--- src/rtl/regfile_arbiter.sv ---
// rtl/regfile_arbiter.sv - configuration register file with two-port round-robin arbiter
// Port A (I2C side) may lock the file across bursts; port B is local IO/status logic.
module regfile_arbiter #(
  parameter int REGCOUNT = 24,
  parameter int ADDR_W   = 5,
  parameter int LOCK_MAX = 255
) (
  input  logic                  clock,
  input  logic                  reset,
  input  logic                  a_req,
  input  logic                  a_we,
  input  logic [ADDR_W-1:0]     a_addr,
  input  logic [7:0]            a_wdata,
  input  logic                  a_lock,
  output logic                  a_gnt,
  output logic                  a_rvalid,
  output logic [7:0]            a_rdata,
  input  logic                  b_req,
  input  logic                  b_we,
  input  logic [ADDR_W-1:0]     b_addr,
  input  logic [7:0]            b_wdata,
  output logic                  b_gnt,
  output logic                  b_rvalid,
  output logic [7:0]            b_rdata,
  output logic [8*REGCOUNT-1:0] registers_packed,
  output logic                  addr_err,
  output logic                  lock_timeout
);

  localparam int CNT_W = $clog2(LOCK_MAX + 1);
  localparam logic [ADDR_W:0] LP_COUNT = (ADDR_W + 1)'(REGCOUNT);
  localparam logic [CNT_W-1:0] LP_CNT_LAST = CNT_W'(LOCK_MAX - 1);

  typedef enum logic [1:0] {IDLE, SERVE, LOCKED} state_t;

  state_t           r_state;
  logic             r_prefer_b;
  logic [CNT_W-1:0] r_lock_cnt;
  logic [7:0]       r_regs [REGCOUNT];
  logic             r_a_rvalid;
  logic             r_b_rvalid;
  logic [7:0]       r_a_rdata;
  logic [7:0]       r_b_rdata;
  logic             r_addr_err;
  logic             r_lock_timeout;

  logic              w_a_gnt;
  logic              w_b_gnt;
  logic              w_gnt;
  logic              w_we;
  logic [ADDR_W-1:0] w_addr;
  logic [7:0]        w_wdata;
  logic              w_in_range;
  logic [7:0]        w_rd_byte;

  // While locked only A can win; otherwise the pointer breaks ties.
  always_comb begin
    w_a_gnt = 1'b0;
    w_b_gnt = 1'b0;
    if (r_state == LOCKED) begin
      w_a_gnt = a_req;
    end else if (a_req && b_req) begin
      w_a_gnt = !r_prefer_b;
      w_b_gnt = r_prefer_b;
    end else begin
      w_a_gnt = a_req;
      w_b_gnt = b_req;
    end
  end

  assign w_gnt      = w_a_gnt || w_b_gnt;
  assign w_we       = w_a_gnt ? a_we    : b_we;
  assign w_addr     = w_a_gnt ? a_addr  : b_addr;
  assign w_wdata    = w_a_gnt ? a_wdata : b_wdata;
  assign w_in_range = ({1'b0, w_addr} < LP_COUNT);
  assign w_rd_byte  = w_in_range ? r_regs[w_addr] : 8'h00;

  always_ff @(posedge clock or negedge reset) begin
    if (!reset) begin
      r_state        <= IDLE;
      r_prefer_b     <= 1'b0;
      r_lock_cnt     <= '0;
      r_a_rvalid     <= 1'b0;
      r_b_rvalid     <= 1'b0;
      r_a_rdata      <= 8'h00;
      r_b_rdata      <= 8'h00;
      r_addr_err     <= 1'b0;
      r_lock_timeout <= 1'b0;
      for (int i = 0; i < REGCOUNT; i++) r_regs[i] <= 8'h00;
    end else begin
      r_a_rvalid     <= w_a_gnt && !a_we;
      r_b_rvalid     <= w_b_gnt && !b_we;
      r_addr_err     <= w_gnt && !w_in_range;
      r_lock_timeout <= 1'b0;
      if (w_a_gnt && !a_we) r_a_rdata <= w_rd_byte;
      if (w_b_gnt && !b_we) r_b_rdata <= w_rd_byte;
      if (w_gnt && w_we && w_in_range) r_regs[w_addr] <= w_wdata;

      case (r_state)
        IDLE, SERVE: begin
          if (w_a_gnt) begin
            r_prefer_b <= 1'b1;
            if (a_lock) begin
              r_state    <= LOCKED;
              r_lock_cnt <= '0;
            end else begin
              r_state <= SERVE;
            end
          end else if (w_b_gnt) begin
            r_prefer_b <= 1'b0;
            r_state    <= SERVE;
          end else begin
            r_state <= IDLE;
          end
        end
        LOCKED: begin
          if (w_a_gnt) begin
            r_prefer_b <= 1'b1;
            r_lock_cnt <= '0;
            if (!a_lock) r_state <= SERVE;
          end else if (!a_lock) begin
            r_state    <= SERVE;
            r_lock_cnt <= '0;
          end else if (r_lock_cnt == LP_CNT_LAST) begin
            r_state        <= SERVE;
            r_prefer_b     <= 1'b1;
            r_lock_cnt     <= '0;
            r_lock_timeout <= 1'b1;
          end else begin
            r_lock_cnt <= r_lock_cnt + 1'b1;
          end
        end
        default: r_state <= IDLE;
      endcase
    end
  end

  for (genvar g = 0; g < REGCOUNT; g++) begin : g_pack
    assign registers_packed[8*g +: 8] = r_regs[g];
  end

  assign a_gnt        = w_a_gnt;
  assign b_gnt        = w_b_gnt;
  assign a_rvalid     = r_a_rvalid;
  assign b_rvalid     = r_b_rvalid;
  assign a_rdata      = r_a_rdata;
  assign b_rdata      = r_b_rdata;
  assign addr_err     = r_addr_err;
  assign lock_timeout = r_lock_timeout;

endmodule
--- config.mk ---
export PLATFORM = sky130hd
export DESIGN_NAME = regfile_arbiter
export DESIGN_NICKNAME = d
export VERILOG_FILES = /design/src/rtl/regfile_arbiter.sv
export SDC_FILE = /design/constraint.sdc
export NUM_CORES = 1
export LEC_CHECK = 0
export ABC_AREA = 1
export CORE_MARGIN = 2
export CORE_UTILIZATION = 52
export DETAILED_ROUTE_END_ITERATION = 12
export GPL_TIMING_DRIVEN = 0
export PLACE_DENSITY_LB_ADDON = 0.12
export SYNTH_ARGS = -nofsm -noshare
export SYNTH_HDL_FRONTEND = slang
export SYNTH_SLANG_ARGS = --single-unit
export TNS_END_PERCENT = 20
--- constraint.sdc ---
create_clock -name clock -period 2.65 [get_ports clock]
set_input_delay 0.795 -clock clock [delete_from_list [all_inputs] [get_ports clock]]
set_output_delay 0.795 -clock clock [all_outputs]
set_load 0.01 [all_outputs]
Yosys cells after proc, flatten, opt, wreduce, memory -nomap -nowiden
Cells that the tools add are included.
{"block": "word_totals", "register_bits": 223, "word_cells": 104, "out_inout_bits": 214, "in_bits": 33, "mem_bits_rw": 0, "latchBits": 0, "n_memories": 0, "mem_bits_ro": 0}
{"block": "classes", "n_reduce_logical": 18, "add_sub_neg": 1, "multipliers": 0, "n_lt_le_gt_ge": 3, "n_div": 0, "bitwise": 1, "n_eq_ne": 10, "mux": 38, "n_shift": 0}
{"cell": "$bwmux W192", "count": 1}
{"cell": "$mux W8", "count": 10}
{"cell": "$bmux W8 S5", "count": 1}
{"cell": "$demux W8 S5", "count": 1}
{"cell": "$pmux W8 S2", "count": 1}
{"cell": "$mux W1", "count": 15}
{"cell": "$mux W2", "count": 6}
{"cell": "$ne A3 B3 Y1 const B", "count": 3}
{"cell": "$add A8 B1 Y8 const B", "count": 1}
{"cell": "$eq A8 B8 Y1 const B", "count": 1}
{"cell": "$logic_and A1 B1 Y1", "count": 7}
{"cell": "$ge A6 B6 Y1 const B", "count": 1}
{"cell": "$lt A6 B1 Y1 const B", "count": 1}
{"cell": "$ne A3 B2 Y1 const B", "count": 2}
{"cell": "$not A5 Y6", "count": 1}
{"cell": "$lt A5 B5 Y1 const B", "count": 1}
{"cell": "$mux W5", "count": 1}
{"cell": "$logic_not A1 Y1", "count": 4}
{"cell": "$ne A2 B2 Y1 const B", "count": 2}
{"cell": "$pmux W2 S2", "count": 1}
{"cell": "$reduce_and A4 Y1", "count": 1}
{"cell": "$reduce_and A3 Y1", "count": 1}
{"cell": "$eq A2 B1 Y1 const B", "count": 1}
{"cell": "$eq A2 B2 Y1 const B", "count": 1}
{"cell": "other kinds (6)", "count": 6}

Longest topological paths before layout
Gate-level depths: netlist of the first run.
{"block": "logic_depth", "ltp_word": 10, "ltp_mapped": 18, "depth_no_buf": 15}

Worst setup path after synthesis of the first run
Ideal clock, no wire load.
{"block": "synth_timing", "kind": "input port to flip-flop", "startpoint": "input port b_req", "endpoint": "register r_regs (netlist bit registers_packed[46])", "setup_slack_ns": 0.221, "setup_time_ns": 0.135, "path_buffers": 2, "required_ns": 2.515, "cell_stages": 11, "arrival_ns": 2.294, "cell_sequence": "nand3_4 -> nand2_4 -> buf_6 -> nor2_2 -> nor3_2 -> nand2_4 -> nor3_4 -> nand2_4 -> buf_6 -> nand2_1 -> o21ai_2"}
{"block": "synth_via", "elab_chain_cells": 10, "elab_cells_between_ends": 19, "cone_classes": "order compare: 3; mux: 10; bitwise: 1; reduce/logical: 5"}
{"element": "start, declared", "line": "18", "rtl": "input logic b_req,"}
{"element": "$logic_and A1 B1 Y1", "line": "62", "rtl": "end else if (a_req && b_req) begin"}
{"element": "$mux W1", "line": "62"}
{"element": "$mux W1", "line": "60", "rtl": "if (r_state == LOCKED) begin"}
{"element": "$mux W5", "line": "73", "rtl": "assign w_addr = w_a_gnt ? a_addr : b_addr;"}
{"element": "$not A5 Y6 (not written as such)", "line": "97", "rtl": "if (w_gnt && w_we && w_in_range) r_regs[w_addr] <= w_wdata;"}
{"element": "$ge A6 B6 Y1 (not written as such) / $lt A6 B1 Y1 (equally long branches)", "line": "97"}
{"element": "$logic_and A1 B1 Y1 (not written as such)", "line": "97"}
{"element": "$mux W8 (not written as such)", "line": "97"}
{"element": "$demux W8 S5", "line": "97"}
{"element": "$bwmux W192", "line": "97"}
{"element": "end signal, assigned by index", "line": "97"}
{"element": "end, declared", "line": "39", "rtl": "logic [7:0] r_regs [REGCOUNT];"}
Parallel ways exist; a longest one is shown, timed or not.
A chain may end at the register's enable or synchronous reset.

Worst setup path after layout of the first run
{"block": "layout_timing", "startpoint": "input port a_addr[0]", "endpoint": "register r_a_rdata[1], in the netlist a_rdata[1]"}
{"block": "layout_via", "elab_chain_cells": 6, "elab_cells_between_ends": 7, "cone_classes": "order compare: 1; mux: 5; bitwise: 1"}
{"element": "start, declared", "line": "12", "rtl": "input logic [ADDR_W-1:0] a_addr,"}
{"element": "$mux W5 *", "line": "73"}
{"element": "$not A5 Y6 (not written as such)", "line": "76", "rtl": "assign w_rd_byte = w_in_range ? r_regs[w_addr] : 8'h00;"}
{"element": "$bmux W8 S5", "line": "76"}
{"element": "$mux W8 (not written as such) (2 in series)", "line": "76"}
{"element": "$mux W8 *", "line": "76"}
{"element": "end signal, assigned", "line": "95", "rtl": "if (w_a_gnt && !a_we) r_a_rdata <= w_rd_byte;"}
{"element": "end, declared", "line": "42", "rtl": "logic [7:0] r_a_rdata;"}
Every way passes the cells marked *; elsewhere a longest branch is shown, timed or not. The select of a mux whose other input is x is not followed.

==> results_dict.tcl, run 1 <==
set metrics [dict create \
    postLayoutCellArea_um2 15700 \
    path_clk_slew_ns 0.06 \
    hpwl_um 30300 \
    synth_edf_count 0 \
    powerDensity_nw_per_um2 1130 \
    busiest_layer "met2" \
    via_count 12000 \
    cts_buffers 25 \
    antenna_found_initial 0 \
    cts_root_buf "clkbuf_16" \
    worst_hold_slack_ns 0.269 \
    critical_path_class "input port to register" \
    arrival_ns 3.14 \
    synth.avg_cell_area_um2 7.31 \
    setup_viol 2 \
    violations "negative setup slack" \
    drv_cap 0 \
    crit_family "simple AND/OR/NAND/NOR gates" \
    min_period_ns 2.68 \
    placed_area_um2 14600 \
    synth_cells 1607 \
    hold_class "input port to async pin" \
    rows 54 \
    r2r_start "r_state[1]$_DFFE_PN0P_" \
    ant_nets 0 \
    crit_buf_inv 3 \
    ys.flop_type "dfrtp_1" \
    die_area_um2 23800 \
    core_area_um2 22000 \
    cp-start-kind "input port" \
    drtIter0Drc 1091 \
    grt_util_met2_pct 55.1 \
    use_met3_pct 6.14 \
    slew_violations 0 \
    ys.warnings.count 0 \
    drc_errors 0 \
    clk_latency_ns 0.54 \
    reg2reg_depth 8 \
    postCtsHoldBufs 0 \
    cp.required_ns 3.11 \
    start_util_pct 53.3 \
    layout-drive-gt1-share_pct 10.7 \
    via_per_inst 5.48 \
    p_leak_nw 8.03 \
    fin_ws_ns -0.0259 \
    grt-ovfl-total 0 \
    period_share_pct 101 \
    ir_worst_vdd_uv 785 \
    synth_common_cells "nand2_1, dfrtp_1, inv_1" \
    clock_sinks 223 \
    crit_path_end "a_rdata[1]$_DFFE_PN0P_" \
    grt_use_total_pct 35.2 \
    crit_start "a_addr[0]" \
    yosysMostFrequentCell "nand2_1" \
    end_kind "register" \
    cts_tree "yes" \
    crit_fanout 10 \
    status "finished with violations" \
    cpMostUsedCell "nand2_1" \
    synth_area_leaders "dfrtp_1, nand2_1, o21ai_1" \
    async_flop_share_pct 100 \
    grt_pass1_vias 11400 \
    clock_path_buffers 3 \
    finalHoldViolations 0 \
    crit_chain "clkdlybuf4s50_1 -> inv_1 -> nand3_1 -> nand2_4 -> clkbuf_4 -> nand2_1 -> nand2_1 -> nand2_1 -> nand2_1 -> nand2_1 -> nand2_1 -> nor2_1 -> nand3_1 -> nand2_1" \
    tightest_slew_ns 0.900 \
    cp_num_cells 14 \
    yosysTopAreaCell "dfrtp_1" \
    wl_per_cell_um 19.2 \
    fin_skew_ns 0.0243 \
    ys_ff_latch 223 \
    io_buffers 246 \
    routed_wirelength_um 42100 \
    final_nets 1924 \
    grt_first_pass_wirelength_um 64900 \
    syn_area_um2 11700 \
    drt_first_pass_iters 6 \
    io_pins 247 \
    gp_congestion 0.947 \
    grt_max_degree 116 \
    r2r_setup_slack_ns 0.05 \
    relSlewSlack_pct 39.8 \
    cpPeakStageDelay_ns 0.51 \
    rsz0062_at_grt "yes" \
    synth_fp_nets 1642 \
    yosys.area.top_type_share_pct 47.5 \
    met1_usage_pct 49.6 \
    htree_levels 1 \
    ys_types 32 \
    r2r_end "registers_packed[166]$_DFFE_PN0P_" \
    die_x_um 154 \
    fmax_ghz 0.374 \
    slowest_stage "clkdlybuf4s50_1" \
    num_antenna_cells 0 \
    flow.area_growth_from_synthesis_pct 33.4 \
    yosysSeqAreaShare_pct 47.5 \
    fillers 1802 \
    dieHeight_um 154 \
]
registers in the layout, indices dropped and copies added, names as in the netlist:
signal,cells
b_rdata,8
b_rvalid,1
r_state,2
registers_packed,192
r_lock_cnt,8
lock_timeout,1
r_prefer_b,1
a_rvalid,1
a_rdata,8
addr_err,1
worst register-to-register path, delay by kind of cell (launching register included):
family	cells	cell delay [ns]
buf+inv	3	1.06
mux	1	0.57
flops	1	0.40
simple gates	3	0.29
compound gates	1	0.14
through the flow:
step	power, mW	setup WS, ns	TNS [ns]	utilization (%)	instances
after detailed placement	14.0	-1.25	-211.87	66.2	2134
after global placement	13.9	-8.53	-2098.82	66.1	2133
after CTS	17.6	0.00668	0	70.4	2182
after global routing	18.8	-0.0519	-1.06	71.1	2188
after floorplan	9.63	0.221	0	-	1607
final	17.8	-0.0259	-0.0478	71.1	2188
cells by family after synthesis:
| group | count (synthesis) | share of synthesized area [%] |
|---|---|---|
| AO/OA/AOI/OAI | 215 | 9.87 |
| XOR/XNOR | 1 | 0.0746 |
| buffers and inverters | 313 | 11.2 |
| adder cells (fa/ha/maj) | 2 | 0.213 |
| multiplexers | 8 | 0.682 |
| flip-flops | 223 | 47.5 |
| AND/OR/NAND/NOR | 845 | 30.5 |
cell type report:
type	count	area [um^2]	share of cell area, %
multi-input combinational	1071	4950	31.6
inverter	219	822	5.25
buffer	94	568	3.62
timing repair buffer	255	2580	16.5
clock buffer	36	707	4.51
tap	280	350	2.24
clock inverter	10	114	0.727
sequential	223	5580	35.6
where the power goes:
part / switching, mW / internal [mW] / leakage, nW / total [mW]
logic: 4.06 / 3.91 / 4.72 / 7.98
clock network: 1.46 / 2.06 / 0.408 / 3.51
registers: 1.44 / 4.81 / 2.90 / 6.26
cells in the final DEF, fill, tap and decap left out, drive strengths merged, types with 9 or more instances in the layout:
master,instances
nand2,676
o21ai,200
nor3,11
inv,221
buf,55
a21oi,9
nand3,135
clkdlybuf4s50,241
nor2,19
dfrtp,223
clkbuf,85
per-layer routing:
layer	share of wire (%)	vias up
met2	44	659
li1	-	5548
met1	41	5655
met3	10	120
met5	0	-
met4	4.2	0
worst min-delay path by stage:
stage / from / to / slack (ns) / cells past startpoint
2_1_floorplan: r_lock_cnt[6]$_DFFE_PN0P_ / r_lock_cnt[6]$_DFFE_PN0P_ / 0.47 / 1
3_3_place_gp: b_rdata[1]$_DFFE_PN0P_ / b_rdata[1]$_DFFE_PN0P_ / 0.46 / 2
3_5_place_dp: a_rdata[4]$_DFFE_PN0P_ / a_rdata[4]$_DFFE_PN0P_ / 0.47 / 2
4_1_cts: reset / r_lock_cnt[1]$_DFFE_PN0P_ / 0.35 / 1
5_1_grt: reset / r_lock_cnt[0]$_DFFE_PN0P_ / 0.39 / 1
6_report: reset / r_lock_cnt[1]$_DFFE_PN0P_ / 0.27 / 1
timing repair:
item,in CTS,in global routing
cloned,0,0
setup buffers,2,6
setup endpoints to repair,210,148
resized for setup,43,52
pin swaps,1,3
hold endpoints to repair,0,0
(Power assumes the default switching activity.)
==> run 2: changes to the inputs <==
--- a/config.mk
+++ b/config.mk
@@ -7,7 +7,7 @@
 export LEC_CHECK = 0
 export ABC_AREA = 1
 export CORE_MARGIN = 2
-export CORE_UTILIZATION = 52
+export CORE_UTILIZATION = 50
 export DETAILED_ROUTE_END_ITERATION = 12
 export GPL_TIMING_DRIVEN = 0
 export PLACE_DENSITY_LB_ADDON = 0.12
==> run 2 against run 1 <==
  * The flow now finishes without violations
  * Via count fell by 0.26%
  * Sequential power barely moved
  * Combinational power barely moved
  * Clock power rose by 2%
  * Sequential share of layout area fell by 0.23 points
  * Sequential cell count did not move
  * Design area rose by 0.64%
  * Global-route usage fell by 0.69 points
  * Utilization fell by 3.4 points
  * Wire length barely moved
  * Largest cell class unchanged
==> results_dict.tcl, run 2 (same netlist as run 1, synthesis figures left out) <==
set metrics [dict create \
    gp_congestion 0.950 \
    via_per_inst 5.37 \
    grt_use_total_pct 34.6 \
    final_nets 1924 \
    crit_start "b_req" \
    reg2reg_depth 14 \
    slowest_stage "clkbuf_1" \
    flow.area_growth_from_synthesis_pct 34.3 \
    tightest_slew_ns 0.899 \
    routed_wirelength_um 42100 \
    drt_first_pass_iters 5 \
    cpPeakStageDelay_ns 0.58 \
    r2r_setup_slack_ns 0.06 \
    cp-start-kind "input port" \
    io_buffers 246 \
    core_area_um2 23300 \
    grt_first_pass_wirelength_um 65200 \
    relSlewSlack_pct 40.1 \
    layout_common_cells "nand2_1, clkdlybuf4s50_1, dfrtp_1" \
    die_x_um 157 \
    crit_fanout 10 \
    rows 56 \
    crit_chain "dlygate4sd2_1 -> nand3_4 -> nand2_4 -> buf_6 -> o21ai_4 -> clkbuf_1 -> nand2_1 -> nand2_1 -> nand2_1 -> nand2_1 -> nor2_1 -> nand3_1 -> nand2_1" \
    drtIter0Drc 1130 \
    drc_errors 0 \
    fin_skew_ns 0.0152 \
    grt_pass1_vias 11500 \
    end_kind "register" \
    postCtsHoldBufs 0 \
    place_inst 2173 \
    drv_cap 0 \
    final_common_cell "nand2_1" \
    period_share_pct 97.9 \
    cts_root_buf "clkbuf_16" \
    met1_usage_pct 49.9 \
    r2r_start "r_state[0]$_DFFE_PN0P_" \
    critical_path_class "input port to register" \
    powerDensity_nw_per_um2 1130 \
    grt-ovfl-total 0 \
    wl_per_cell_um 18.9 \
    cpMostUsedCell "nand2_1" \
    slew_violations 0 \
    cts_tree "yes" \
    status "completed" \
    p_leak_nw 8.03 \
    antenna_found_initial 0 \
    largest_register_ffs 192 \
    arrival_ns 3.00 \
    start_util_pct 50.5 \
    layout-drive-gt1-share_pct 10.8 \
    cts_buffers 26 \
    num_antenna_cells 0 \
    dieHeight_um 157 \
    htree_levels 1 \
    fin_ws_ns 0.0556 \
    io_pins 247 \
    finalHoldViolations 0 \
    place_ws_ns -1.16 \
    cp.required_ns 3.06 \
    use_met3_pct 4.85 \
    ant_nets 0 \
    ir_worst_vdd_uv 602 \
    hold_class "input port to async pin" \
    via_count 12000 \
    clock_sinks 223 \
    path_clk_slew_ns 0.06 \
    final_cells 2224 \
    clk_latency_ns 0.53 \
    die_area_um2 24700 \
    hpwl_um 30500 \
    min_period_ns 2.59 \
    rsz0062_at_grt "yes" \
    fmax_ghz 0.385 \
    clock_path_buffers 3 \
    grt_max_degree 117 \
    busiest_layer "met2" \
    r2r_end "a_rdata[6]$_DFFE_PN0P_" \
    grt_util_met2_pct 53.4 \
    setup_viol 0 \
]
## run 2: cell types whose count changed in the layout (fill, tap and decap cells not counted), sizes merged
| cell | previous run | this run |
|---|---|---|
| clkinv | 6 | 3 |
| clkbuf | 85 | 87 |
| clkdlybuf4s15 | 2 | 0 |
| dlygate4sd2 | 1 | 3 |
| dlymetal6s2s | 1 | 0 |
| inv | 221 | 220 |
## run 2: layout make-up
| cell class | instances | area [um^2] |
|---|---|---|
| clock inverters | 6 | 83.8 |
| inverters | 219 | 825 |
| multi-input cells | 1071 | 4960 |
| repair buffers | 254 | 2580 |
| well taps | 319 | 399 |
| flip-flops and latches | 223 | 5580 |
| fillers | 2015 | 7490 |
| clock buffers | 38 | 767 |
| plain buffers | 94 | 576 |
## run 2: routing by layer
| layer | wire length [um] | vias to the layer above |
|---|---|---|
| li1 | - | 5537 |
| met1 | 17600 | 5649 |
| met2 | 19100 | 662 |
| met3 | 3930 | 103 |
| met4 | 1470 | 0 |
| met5 | 0 | - |
## run 2: stage by stage
stage	hold WS (ns)	power [mW]	area (um^2)	setup TNS (ns)	util, %
final	0.334	17.8	15800	0	67.8
after global placement	0.463	13.9	14600	-2132.09	62.8
after global routing	0.403	18.9	15800	-0.0413	67.8
after floorplan	0.470	9.63	11700	0	-
after CTS	0.379	17.8	15700	0	67.7
after detailed placement	0.465	14.0	14600	-200.61	62.9
## run 2: how the worst max path moves through the flow
| stage | depth (start not counted) | end | slack (ns) |
|---|---|---|---|
| final | 13 | a_rdata[6]$_DFFE_PN0P_ | 0.06 |
| after global routing | 13 | a_rdata[4]$_DFFE_PN0P_ | -0.02 |
| after CTS | 5 | b_gnt | 0.04 |
| after detailed placement | 8 | registers_packed[152]$_DFFE_PN0P_ | -1.16 |
| after global placement | 1 | registers_packed[93]$_DFFE_PN0P_ | -8.69 |
| after floorplan | 11 | registers_packed[46]$_DFFE_PN0P_ | 0.22 |
## run 2: timing repair
item,in CTS,in global routing
setup endpoints to repair,210,18
buffers inserted,7,0
resized for setup,68,21
pin swaps,4,0
## run 2: power by group
part           internal, mW  switching, mW  total, mW
Sequential             4.82           1.42       6.23
Combinational          3.93           4.07       8.00
Clock                  2.18           1.41       3.59
## run 2: worst max-delay path, delay by kind of cell
kind	cells	cell delay [ns]
AOI/OAI and AO/OA	1	0.32
buffers and inverters	3	1.00
and+or+nand+nor	9	0.88
==> run 3: changes to the inputs <==
--- a/config.mk
+++ b/config.mk
@@ -5,10 +5,11 @@
 export SDC_FILE = /design/constraint.sdc
 export NUM_CORES = 1
 export LEC_CHECK = 0
-export ABC_AREA = 1
+export ABC_AREA = 0
 export CORE_MARGIN = 2
 export CORE_UTILIZATION = 50
 export DETAILED_ROUTE_END_ITERATION = 12
+export DONT_BUFFER_PORTS = 1
 export GPL_TIMING_DRIVEN = 0
 export PLACE_DENSITY_LB_ADDON = 0.12
 export SYNTH_ARGS = -nofsm -noshare
==> run 3 against run 2 <==
  * The run now ends with negative hold slack, negative setup slack left
  * Largest power group is now registers
  * Clock skew up 0.013 ns
  * Non-clock buffer count fell by 277
  * Combinational power down 74%
  * Cell count fell by 43%
  * Critical path depth down 3
  * Sequential share of layout area is 9.5 points higher
  * First-iteration DRC count fell by 40%
==> results_dict.tcl, run 3 <==
set metrics [dict create \
    status "finished with violations" \
    violations "negative hold slack, negative setup slack" \
    synth_cells 924 \
    clk_latency_ns 0.55 \
    clock_sinks 223 \
    yosysSeqAreaShare_pct 52.1 \
    antenna_found_initial 0 \
    die_area_um2 22600 \
    io_pins 247 \
    worst_hold_slack_ns -0.0334 \
    period_share_pct 101 \
    tightest_slew_ns 0.762 \
    yosysMostFrequentCell "dfrtp_1" \
    hold_class "input port to async pin" \
    fmax_ghz 0.372 \
    wl_met1_um 14200 \
    wl_met2_um 16700 \
    setup_viol 3 \
    cts_tree "yes" \
    r2r_start "r_state[0]$_DFFE_PN0P_" \
    postLayoutCellArea_um2 12400 \
    cp-start-kind "register" \
    num_antenna_cells 0 \
    synth_area_leaders "dfrtp_1, mux2_2, nand2_1" \
    synth_common_cells "dfrtp_1, mux2_2, nand2_1" \
    start_util_pct 51.0 \
    ys.flop_type "dfrtp_1" \
    ys.warnings.count 0 \
    finish.utilization_pct 59.1 \
    yosysTopAreaCell "dfrtp_1" \
    drtIter0Drc 678 \
    final_common_cell "dfrtp_1" \
    cts_root_buf "clkbuf_16" \
    gp_congestion 0.867 \
    grt_first_pass_wirelength_um 52300 \
    powerDensity_nw_per_um2 860 \
    core_area_um2 21000 \
    drc_errors 0 \
    finalHoldViolations 143 \
    yosys.area.top_type_share_pct 52.1 \
    htree_levels 1 \
    arrival_ns 3.12 \
    crit_start "r_state[0]$_DFFE_PN0P_" \
    relSlewSlack_pct 47.9 \
    syn_area_um2 10700 \
    min_period_ns 2.69 \
    path_clk_slew_ns 0.06 \
    synth.avg_cell_area_um2 11.6 \
    rsz0062_at_grt "yes" \
    fin_skew_ns 0.0281 \
    drt_first_pass_iters 5 \
    final_nets 1007 \
    grt_pass1_vias 7794 \
    io_buffers 0 \
    via_count 8094 \
    placed_area_um2 11100 \
    grt_use_total_pct 31.7 \
    flow.area_growth_from_synthesis_pct 16.0 \
    synth_edf_count 0 \
    critical_path_class "register to register" \
    routed.top_layer "met4" \
    layout-drive-gt1-share_pct 34.6 \
    wl_per_cell_um 28.8 \
    crit_fanout 10 \
    wl_met3_um 4370 \
    drv_cap 0 \
    cts_buffers 25 \
    layout_common_cells "dfrtp_1, mux2_2, nand2_1" \
    grt_max_degree 224 \
    rows 53 \
    dieHeight_um 150 \
    ys_ff_latch 223 \
    ant_nets 0 \
    async_flop_share_pct 100 \
    routed_wirelength_um 36500 \
    p_leak_nw 5.78 \
    fin_ws_ns -0.0378 \
    ys_types 57 \
    grt-ovfl-total 0 \
    end_kind "register" \
    synth_fp_nets 959 \
    largest_register_ffs 192 \
    slew_violations 0 \
    clock_path_buffers 3 \
    hpwl_um 26500 \
    die_x_um 150 \
    cp.required_ns 3.08 \
    via_per_inst 6.40 \
    ir_worst_vdd_uv 637 \
]
## run 3: cell types whose count changed in the layout (fill, tap and decap cells not counted), moves of 12 or more
| cell | before | now |
|---|---|---|
| nand2_1 | 645 | 150 |
| clkdlybuf4s50_1 | 241 | 0 |
| inv_1 | 216 | 13 |
| mux2_2 | 0 | 187 |
| o21ai_1 | 177 | 4 |
| nand3_1 | 133 | 25 |
| mux2i_1 | 0 | 29 |
| clkbuf_2 | 29 | 4 |
| buf_2 | 24 | 3 |
| a21oi_1 | 9 | 25 |
| nand2_4 | 16 | 0 |
| nor2b_1 | 0 | 16 |
| o21ai_2 | 17 | 2 |
| buf_4 | 12 | 24 |
## run 3: area by class of cell
class / instances / area, um^2
tap: 275 / 344
sequential: 223 / 5580
clock inverter: 10 / 67.6
fill: 1740 / 8590
inverter: 15 / 68.8
multi-input combinational: 636 / 5100
buffer: 50 / 403
clock buffer: 34 / 689
timing repair buffer: 21 / 174
## run 3: per-stage QoR
stage                     setup WS [ns]  TNS, ns  total power [mW]  cells
after floorplan                 -0.0103  -0.0304              6.37    924
after global placement           -0.910  -160.89              7.17   1199
after detailed placement         -0.934  -151.63              7.23   1199
after CTS                       -0.0423   -0.136              10.5   1250
after global routing            -0.0820    -4.47              11.1   1264
final                           -0.0378  -0.0457              10.7   1264
## run 3: worst max-delay path, cell delays in order (launching register included)
cell	delay, ns
dfrtp_1	0.39
nand2b_4	0.18
a21o_1	0.20
buf_8	0.16
clkinv_8	0.08
mux2_4	0.38
buf_12	0.18
o2111a_1	0.15
a311oi_1	0.26
nand4_1	0.30
o31ai_1	0.32
## run 3: worst paths after layout
check	end	slack (ns)	cells past startpoint
worst max-delay path	a_rdata[1]$_DFFE_PN0P_	-0.04	10
worst min-delay path	r_lock_cnt[4]$_DFFE_PN0P_	-0.03	0
worst max register to register	a_rdata[1]$_DFFE_PN0P_	-0.04	10
worst min register to register	r_lock_cnt[7]$_DFFE_PN0P_	0.48	1
max in group asynchronous	registers_packed[165]$_DFFE_PN0P_	2.43	0
min in group clock	r_prefer_b$_DFFE_PN0P_	0.37	1
## run 3: cell families after synthesis
family	Yosys count	share of synthesized area [%]
buf+inv	65	3.20
flops	223	52.1
compound gates	141	9.40
simple gates	260	10.7
fa+ha+maj	2	0.233
mux	233	24.4
## run 3: layer usage
layer	track usage (%)	up-vias
met5	0	-
met4	10.2	0
met3	11.5	71
met2	49.1	444
met1	41.6	4116
li1	-	3463
## run 3: where the power goes
part,switching [mW],internal [mW]
combinational,1.11,1.00
clock,1.40,1.83
sequential,1.21,4.14
## run 3: what timing repair did
| item | 4_1_cts | 5_1_grt |
|---|---|---|
| endpoints found under the hold margin | 223 | 184 |
| endpoints found under the setup margin | 217 | 152 |
| pin swaps | 12 | 23 |
| resized for setup | 48 | 58 |
| setup buffers | 7 | 14 |
